$ cat src/rtl/instruction_fetch_unit_pkg.sv
// Shared RISC-V core definitions used by the fetch front end.
package rv_core_pkg;

  localparam int XLEN       = 64;
  localparam int ILEN       = 32;
  localparam int INST_BYTES = 4;

  typedef struct packed {
    logic [XLEN-1:0] pc;
    logic [ILEN-1:0] instr;
  } fetch_entry_t;

  function automatic logic is_inst_aligned(input logic [XLEN-1:0] addr);
    return (addr[1:0] == 2'b00);
  endfunction

endpackage

$ cat src/rtl/instruction_fetch_unit_fetch_queue.sv
// Small synchronous FIFO of fetched {pc, instr} pairs with flush and a
// registered head entry so decode sees glitch-free outputs.
import rv_core_pkg::*;

module fetch_queue #(
  parameter int DEPTH = 2
) (
  input  logic         clk,
  input  logic         reset,
  input  logic         flush,
  input  logic         push,
  input  logic         pop,
  input  fetch_entry_t wr_entry,
  output logic         full,
  output logic         vld_p1,
  output fetch_entry_t head_entry_p1
);

  localparam int PTR_W = (DEPTH > 1) ? $clog2(DEPTH) : 1;
  localparam int CNT_W = $clog2(DEPTH) + 1;
  localparam logic [CNT_W-1:0] FULL_CNT = CNT_W'(DEPTH);

  fetch_entry_t     mem [DEPTH];
  logic [PTR_W-1:0] rd_ptr, wr_ptr, rd_next;
  logic [CNT_W-1:0] count_q, cnt_after_pop;
  logic             do_pop, do_push;
  logic             head_vld_nxt;
  fetch_entry_t     head_nxt;

  assign full    = (count_q == FULL_CNT);
  assign do_pop  = pop & vld_p1 & ~flush;
  assign do_push = push & ~flush & (~full | do_pop);

  // Next head is chosen ahead of the edge so the head can be a plain register;
  // an empty queue bypasses the incoming word straight to the head.
  always_comb begin
    cnt_after_pop = count_q - CNT_W'(do_pop);
    rd_next       = rd_ptr + PTR_W'(do_pop);
    head_vld_nxt  = 1'b0;
    head_nxt      = '0;
    if (cnt_after_pop == '0) begin
      head_vld_nxt = do_push;
      head_nxt     = do_push ? wr_entry : '0;
    end else begin
      head_vld_nxt = 1'b1;
      head_nxt     = mem[rd_next];
    end
  end

  always_ff @(posedge clk) begin
    if (do_push) mem[wr_ptr] <= wr_entry;
  end

  // ---- stage p1: queue control and registered head ----
  always_ff @(posedge clk) begin
    if (reset || flush) begin
      rd_ptr        <= '0;
      wr_ptr        <= '0;
      count_q       <= '0;
      vld_p1        <= 1'b0;
      head_entry_p1 <= '0;
    end else begin
      rd_ptr        <= rd_next;
      wr_ptr        <= wr_ptr + PTR_W'(do_push);
      count_q       <= cnt_after_pop + CNT_W'(do_push);
      vld_p1        <= head_vld_nxt;
      head_entry_p1 <= head_nxt;
    end
  end

endmodule

$ cat src/rtl/instruction_fetch_unit.sv
// Fetch front end: owns the PC, drives instruction memory, and queues
// fetched words toward decode; redirects flush and reload the PC.
import rv_core_pkg::*;

module instruction_fetch_unit #(
  parameter logic [63:0] RESET_PC = 64'h0,
  parameter int          DEPTH    = 2
) (
  input  logic        clk,
  input  logic        reset,
  output logic [63:0] Inst_Address,
  input  logic [31:0] Instruction,
  input  logic        Branch_Taken,
  input  logic [63:0] Branch_Target,
  output logic        Inst_Valid,
  input  logic        Inst_Ready,
  output logic [31:0] Inst_Out,
  output logic [63:0] Inst_PC,
  output logic        Fetch_Misaligned
);

  logic [63:0]  pc_p0;
  logic         halted_p0;
  logic         misaligned_p0;
  logic         q_full;
  logic         pop, push;
  fetch_entry_t wr_entry;
  fetch_entry_t head_entry_p1;

  assign Inst_Address     = pc_p0;
  assign Fetch_Misaligned = misaligned_p0;

  // A redirect owns the cycle: any handshake decode attempts is discarded.
  assign pop  = Inst_Valid & Inst_Ready & ~Branch_Taken;
  assign push = ~Branch_Taken & ~halted_p0 & (~q_full | pop);

  assign wr_entry = '{pc: pc_p0, instr: Instruction};

  // ---- stage p0: program counter and redirect/halt state ----
  always_ff @(posedge clk) begin
    if (reset) begin
      pc_p0         <= RESET_PC;
      halted_p0     <= 1'b0;
      misaligned_p0 <= 1'b0;
    end else if (Branch_Taken) begin
      pc_p0         <= Branch_Target;
      halted_p0     <= ~is_inst_aligned(Branch_Target);
      misaligned_p0 <= ~is_inst_aligned(Branch_Target);
    end else if (push) begin
      pc_p0         <= pc_p0 + 64'(INST_BYTES);
    end
  end

  fetch_queue #(
    .DEPTH(DEPTH)
  ) u_fetch_queue (
    .clk          (clk),
    .reset        (reset),
    .flush        (Branch_Taken),
    .push         (push),
    .pop          (pop),
    .wr_entry     (wr_entry),
    .full         (q_full),
    .vld_p1       (Inst_Valid),
    .head_entry_p1(head_entry_p1)
  );

  assign Inst_Out = head_entry_p1.instr;
  assign Inst_PC  = head_entry_p1.pc;

endmodule

$ cat config.mk
export PLATFORM = sky130hd
export DESIGN_NAME = instruction_fetch_unit
export DESIGN_NICKNAME = d
export VERILOG_FILES = /design/src/rtl/instruction_fetch_unit_pkg.sv /design/src/rtl/instruction_fetch_unit_fetch_queue.sv /design/src/rtl/instruction_fetch_unit.sv
export SDC_FILE = /design/constraint.sdc
export NUM_CORES = 1
export LEC_CHECK = 0
export ABC_CLOCK_PERIOD_IN_PS = 4350
export BUFFER_PORTS_ARGS = -buffer_cell sky130_fd_sc_hd__buf_2
export CORE_MARGIN = 2
export CORE_UTILIZATION = 50
export DETAILED_ROUTE_END_ITERATION = 16
export PLACE_DENSITY = 0.75
export SLEW_MARGIN = 15
export SYNTH_ARGS = -nofsm -noshare
export SYNTH_HDL_FRONTEND = slang
export SYNTH_SLANG_ARGS = --single-unit
$ cat constraint.sdc
create_clock -name clk -period 4.35 [get_ports clk]
set_input_delay 0.2175 -clock clk [delete_from_list [all_inputs] [get_ports clk]]
set_output_delay 0.2175 -clock clk [all_outputs]
set_load 0.005 [all_outputs]
==> run metrics, run 1 <==
num rows 61; biggest fanout along the worst timing path 8; number of flops mapped to enable cells by yosys 192; number of global-route vias before repair roughly 10000; Vias/cell 5.74; Skew-Pair Late Insertion Delay 0.51 ns; library cell with the highest instance count after synthesis edfxtp_1; count of vias placed by the detailed router 10800; top flip-flop cell by instance count after synthesis edfxtp_1; Crit. End Element flop; TritonCTS sink count 358; Die Width 172 um; r2r worst-path depth 7; power density normalized to cell area 435 nW/um^2; floorplan core area 27800 um^2; library cells used by synthesis between 50 and 60; diode insertion count for antenna repair 0; maximum vdd drop 0.265 mV; number of optimization iterations in the first detailed-route pass 5; cell count of the worst hold path 3; Warnings, synthesis 0; top cell types by occurrence after synthesis edfxtp_1 (192), dfxtp_1 (166), nor2_1 (143); kind of launch point of the worst setup path flop; Required @ worst endpoint a little under 5 ns; Final Instance Area 17800 um^2; IO buf count 261; average instance area after synthesis around 12 um^2; post-synthesis instance area 14100 um^2; total power 7750 uW; Hold Path Origin Branch_Target[47]; FF-to-FF setup slack 1.56 ns; count of endpoints failing hold in the final timing report 0; Yosys top cell area share around two fifths; count of mapped cells out of synthesis 1159; top area cells in the synthesized netlist edfxtp_1 (41%), dfxtp_1 (24%), mux2_2 (7.6%); final routed wirelength across all metal layers 37800 um; post-detail-place hpwl 23200 um; leakage power summed over all cells 0.00682 uW; total setup violations reported at the end of the flow 0; launch instance of the worst register-to-register path Inst_Address[2]; synthesis-to-layout area growth 25.9%; fraction of final layout cells with drive strength greater than 1 29.9%; instance area at placement 15800 um^2; Final Max Slew Viols 0; cts hold-fix bufs 72; RR Endpoint Inst_Address[58]; final critical-path share of the clock period 64.2%; Post-Syn Nets 1264; layout filler cell count 2186; post-CTS setup buffers 0; maximum clock insertion buffer count 3; combined flip-flop and latch cell area 9090 um^2; number of placed I/O pins between 200 and 300; Min Hold Slack ~0.014 ns; wire length per cell between 20 and 25 um; floorplan die area 29600 um^2; number of synthesized register bits approximately 360; Hold Crit Endpoint Inst_Address[47]; footprint of the multi-input gates 4750 um^2; critical path data arrival time 3.25 ns; CTS tree yes; setup TNS 0 ns; PostCTS Resize Cnt 0; number of design-rule violations left by the first detailed-router iteration 1061; number of H-tree levels 2; final-stage net count 1582; placer congestion estimate 0.896; share of synthesized registers carrying an async set or reset 0%; first-pass GRT wire length 57600 um; post-synth top area cell edfxtp_1; max-cap viol count 0; initial antenna violation count 0; DRC violation count after routing 0; total clock buffers created by CTS 38; register area share after synthesis 64.3%; clock transition at the registers of the reported paths 0.06 ns; fmax ~360 MHz; time the worst path needs with I/O delays and setup around 2.8 ns; Post-DRT Antenna Nets 0; Remaining Overflow, GRT 0; effective utilization at floorplan 50.9%; Die Y-Extent approximately 170 um; clock tree root driver cell clkbuf_16; class of the worst hold path in -> reg; Total Routing Usage GR 25.0%; unrepaired setup endpoints after global routing no; Fin Clk Skew 0.00978 ns; category of the most critical setup path reg -> reg; maximum number of pins on one net before global-route repair 80; Worst-Margin Slew 0.969 ns; status complete, no violations; Rel. slew slack approximately 35%
==> metrics by stage <==
step,util [%],std cells,setup slack (ns)
2_1_floorplan,-,1159,0.279
3_3_place_gp,57.0,1742,1.63
3_5_place_dp,57.0,1742,1.61
4_1_cts,64.0,1883,1.57
5_1_grt,64.1,1884,1.34
6_report,64.1,1884,1.56
==> cell usage in the layout (no fill, tap or decap), types with 9 or more instances in the layout <==
cell type / n
a211oi_1: 13
a21oi_1: 47
a22oi_1: 96
a31oi_1: 10
and3_1: 14
buf_2: 261
buf_4: 16
clkbuf_16: 39
clkinv_2: 10
dfxtp_1: 166
dlygate4sd3_1: 73
edfxtp_1: 192
inv_1: 12
mux2_2: 95
mux2i_1: 9
nand2_1: 69
nand3_1: 29
nand4_1: 28
nor2_1: 142
nor3_1: 22
nor4_1: 15
o211ai_1: 13
or3_1: 14
xnor2_1: 27
==> state kept, by name, summed over array words and instances (netlist names) <==
| name | flops |
|---|---|
| u_fetch_queue.vld_p1 | 1 |
| u_fetch_queue.wr_ptr | 1 |
| u_fetch_queue.mem | 192 |
| u_fetch_queue.head_entry_p1 | 96 |
| u_fetch_queue.rd_ptr | 1 |
| Fetch_Misaligned | 1 |
| u_fetch_queue.count_q | 2 |
| Inst_Address | 64 |
==> per-layer routing <==
layer	routed length (um)	up-vias	GRT usage, %
li1	-	4965	-
met1	16000	5243	34.5
met2	17800	520	40.3
met3	2900	92	4.26
met4	1130	0	8.33
met5	0	-	0
==> cell type report <==
class | count | area share (%)
inverters | 14 | 0.295
multi-input cells | 713 | 26.7
flip-flops and latches | 358 | 51.1
clock inverters | 19 | 0.963
well taps | 378 | 2.66
clock buffers | 50 | 6.00
repair buffers | 352 | 12.3
==> power by group <==
group / switching [uW] / internal, uW / leakage [uW]
clock: 1290 / 1910 / 0.000616
sequential: 128 / 3740 / 0.00315
combinational: 386 / 306 / 0.00305
total: 1800 / 5950 / 0.00682
==> kinds of logic (layout without fill, tap and decap cells) <==
group | after synthesis | after routing | synth area share, %
buf+inv | 88 | 435 | 2.43
compound gates | 209 | 209 | 10.1
flops | 358 | 358 | 64.3
xor+xnor | 34 | 34 | 2.11
simple gates | 361 | 361 | 12.4
fa+ha+maj | 5 | 5 | 0.443
mux | 104 | 104 | 8.21
==> worst max path at each step <==
stage               slack, ns                     start  cells after the start                      end
floorplan                0.28  u_fetch_queue.count_q[1]                      5  u_fetch_queue.mem[1][0]
global placement         1.63          Inst_Address[23]                      6         Inst_Address[56]
detailed placement       1.61          Inst_Address[22]                      6         Inst_Address[56]
CTS                      1.57           Inst_Address[2]                      7         Inst_Address[58]
global route             1.34          Inst_Address[14]                      6         Inst_Address[45]
finish                   1.56           Inst_Address[2]                      7         Inst_Address[58]
==> critical path: stages (launching register included) <==
cell and delay (ns):
dfxtp_1 0.52, ha_1 0.30, inv_1 0.15, or4_4 0.64, nor3_1 0.35, nand4_1 0.22, or4_1 0.46, nand3_1 0.09
No activity file was read; power rests on OpenSTA's default activity.
==> inputs of run 2 (changes only) <==
--- a/config.mk
+++ b/config.mk
@@ -5,12 +5,13 @@
 export SDC_FILE = /design/constraint.sdc
 export NUM_CORES = 1
 export LEC_CHECK = 0
-export ABC_CLOCK_PERIOD_IN_PS = 4350
+export ABC_AREA = 1
+export ABC_CLOCK_PERIOD_IN_PS = 2400
 export BUFFER_PORTS_ARGS = -buffer_cell sky130_fd_sc_hd__buf_2
 export CORE_MARGIN = 2
 export CORE_UTILIZATION = 50
 export DETAILED_ROUTE_END_ITERATION = 16
-export PLACE_DENSITY = 0.75
+export PLACE_DENSITY = 0.74
 export SLEW_MARGIN = 15
 export SYNTH_ARGS = -nofsm -noshare
 export SYNTH_HDL_FRONTEND = slang
==> constraint.sdc (replaced) <==
create_clock -name clk -period 2.4 [get_ports clk]
set_input_delay 0.12 -clock clk [delete_from_list [all_inputs] [get_ports clk]]
set_output_delay 0.12 -clock clk [all_outputs]
set_load 0.005 [all_outputs]
==> run metrics, run 2 <==
Fin Clk Skew ~0.016 ns; Worst-Margin Slew between 0.6 and 0.7 ns; register area share after synthesis between 50% and 60%; top flip-flop cell by instance count after synthesis edfxtp_1; final-stage net count ~2100; Rel. slew slack 55.2%; floorplan die area 31800 um^2; power density normalized to cell area approximately 730 nW/um^2; wire length per cell 18.6 um; TritonCTS sink count 358; FF-to-FF setup slack 0.35 ns; clock transition at the registers of the reported paths about 0.060 ns; first-pass GRT wire length 67500 um; biggest fanout along the worst timing path 44; fmax 473 MHz; cts hold-fix bufs 95; total setup violations reported at the end of the flow 0; floorplan core area 29800 um^2; number of design-rule violations left by the first detailed-router iteration 1034; leakage power summed over all cells 0.00746 uW; unrepaired setup endpoints after global routing no; commonest cells after routing, fill and taps aside nand2_1 (380), buf_2 (261), edfxtp_1 (192); number of H-tree levels 2; number of optimization iterations in the first detailed-route pass 5; number of flops mapped to enable cells by yosys approximately 190; RR Endpoint u_fetch_queue.head_entry_p1[73]; fraction of final layout cells with drive strength greater than 1 24.2%; status complete, no violations; maximum clock insertion buffer count 3; effective utilization at floorplan 51.0%; IO buf count between 200 and 300; post-CTS setup buffers 0; Final Max Slew Viols 0; num rows 63; Warnings, synthesis 0; r2r worst-path depth 9; cell chain of the critical path dlygate4sd3_1, buf_2, inv_2, nand3_2, inv_2, ha_1, xor2_2, nor2_4, clkinv_2, buf_4, o211ai_1, a21oi_1; worst slack at placement 0.354 ns; critical path's top delay family buffers and inverters; PostCTS Resize Cnt 0; final routed wirelength across all metal layers 44500 um; WP buf/inv 6; category of the most critical setup path in -> reg; instance area at placement 17000 um^2; Post-Syn Nets between 1500 and 2000; class of the worst hold path in -> reg; Remaining Overflow, GRT 0; count of endpoints failing hold in the final timing report 0; final critical-path share of the clock period 88.2%; post-synth top area cell edfxtp_1; count of mapped cells out of synthesis roughly 1600; max-cap viol count 0; Critical Path Max Stage Delay ~0.56 ns; Crit. End Element flop; most flop-heavy register u_fetch_queue.mem; Total Routing Usage GR between 20% and 30%; share of synthesized registers carrying an async set or reset 0%; Die Y-Extent 178 um; average instance area after synthesis 9.42 um^2; number of global-route vias before repair 12400; Critical Path End u_fetch_queue.head_entry_p1[73]; number of flip-flops under the largest register name about 190; post-synthesis instance area ~15000 um^2; maximum vdd drop just under 0.6 mV; Skew-Pair Late Insertion Delay 0.53 ns; Post-DRT Antenna Nets 0; library cells used by synthesis 38; Yosys top cell area share 37.9%; top area cells in the synthesized netlist edfxtp_1 (38%), dfxtp_1 (22%), nand2_1 (9.4%); total clock buffers created by CTS 38; Finished Core Util ~64%; placer congestion estimate 0.963; maximum number of pins on one net before global-route repair 63; critical path data arrival time around 2.6 ns; Die Width 178 um; time the worst path needs with I/O delays and setup roughly 2.1 ns; library cell with the highest instance count after synthesis nand2_1; highest-delay cell along the critical path dlygate4sd3_1; synthesis-to-layout area growth 26.2%; CTS tree yes; timing startpoint of the critical path Branch_Taken; top cell types by occurrence after synthesis nand2_1 (380), edfxtp_1 (192), dfxtp_1 (166); DRC violation count after routing 0; number of placed I/O pins 262; cell count along the critical path 12; most common cell type on the critical path inv_2; initial antenna violation count 0; Required @ worst endpoint 2.86 ns; post-detail-place hpwl 29200 um; Final Instance Area 19200 um^2; clock tree root driver cell clkbuf_16; count of vias placed by the detailed router 12900; launch instance of the worst register-to-register path u_fetch_queue.vld_p1; commonest non-fill, non-tap cell in the layout nand2_1; Vias/cell 5.41; minimum setup slack in the final design 0.284 ns; number of synthesized register bits 358; kind of launch point of the worst setup path primary input
run 2: cell count changes after synthesis, sizes merged, moves of 60 or more:
cell / change
a21oi: +99
a22oi: -95
inv: +125
mux2: -95
nand2: +325
o211ai: +84
o21ai: +60
or2: +90
run 2: through the flow:
| step | power [uW] | setup TNS [ns] | cells | hold slack (ns) |
|---|---|---|---|---|
| after floorplan | 7720 | -56.91 | 1614 | 0.219 |
| after CTS | 14100 | 0 | 2386 | 0.0136 |
| after global placement | 8250 | 0 | 2221 | 0.325 |
| final | 14100 | 0 | 2387 | 0.0490 |
| after detailed placement | 8290 | 0 | 2221 | 0.326 |
| after global routing | 14600 | 0 | 2386 | 0.0453 |
run 2: where the power goes:
part,switching [uW],total [uW],internal (uW),leakage [uW]
clock,2510,5800,3290,0.000586
combinational,772,1290,517,0.00369
sequential,239,7010,6770,0.00319
run 2: worst reg2reg max path, stage by stage (launching register included):
cell and delay (ns):
dfxtp_1 0.36, nand3_2 0.12, inv_2 0.07, ha_1 0.18, xor2_2 0.24, nor2_4 0.07, clkinv_2 0.09, buf_4 0.46
o211ai_1 0.25, a21oi_1 0.15
run 2: cells by family after synthesis:
kind of cell / synth area share (%)
AND/OR/NAND/NOR: 20.4
flip-flops: 59.8
AO/OA/AOI/OAI: 12.6
buffers and inverters: 5.75
XOR/XNOR: 1.14
adder cells (fa/ha/maj): 0.411
run 2: how the worst min path moves through the flow:
stage | to | depth (start not counted) | startpoint | slack, ns
floorplan | u_fetch_queue.mem[0][0] | 0 | Instruction[0] | 0.22
global placement | u_fetch_queue.mem[1][0] | 1 | Instruction[0] | 0.32
detailed placement | u_fetch_queue.mem[1][25] | 1 | Instruction[25] | 0.33
CTS | Inst_Address[37] | 5 | Branch_Target[37] | 0.01
global route | Inst_Address[2] | 3 | Branch_Target[2] | 0.05
finish | Inst_Address[2] | 3 | Branch_Target[2] | 0.05
run 2: final cells by class:
class / instances / area (um^2)
fill: 2392 / 10600
sequential: 358 / 9090
multi-input combinational: 1043 / 5280
timing repair buffer: 386 / 2570
clock buffer: 48 / 1020
inverter: 139 / 526
tap: 390 / 488
clock inverter: 22 / 219
antenna: 1 / 2.50
run 2: routing by layer:
metal	part of all wire (%)	vias to the layer above	routed length, um	track usage [%]
met5	0	-	0	0
met4	3.6	0	1590	11.3
met3	7.3	109	3270	4.67
met2	47	581	20800	44.3
met1	42	6100	18800	36.6
li1	-	6133	-	-
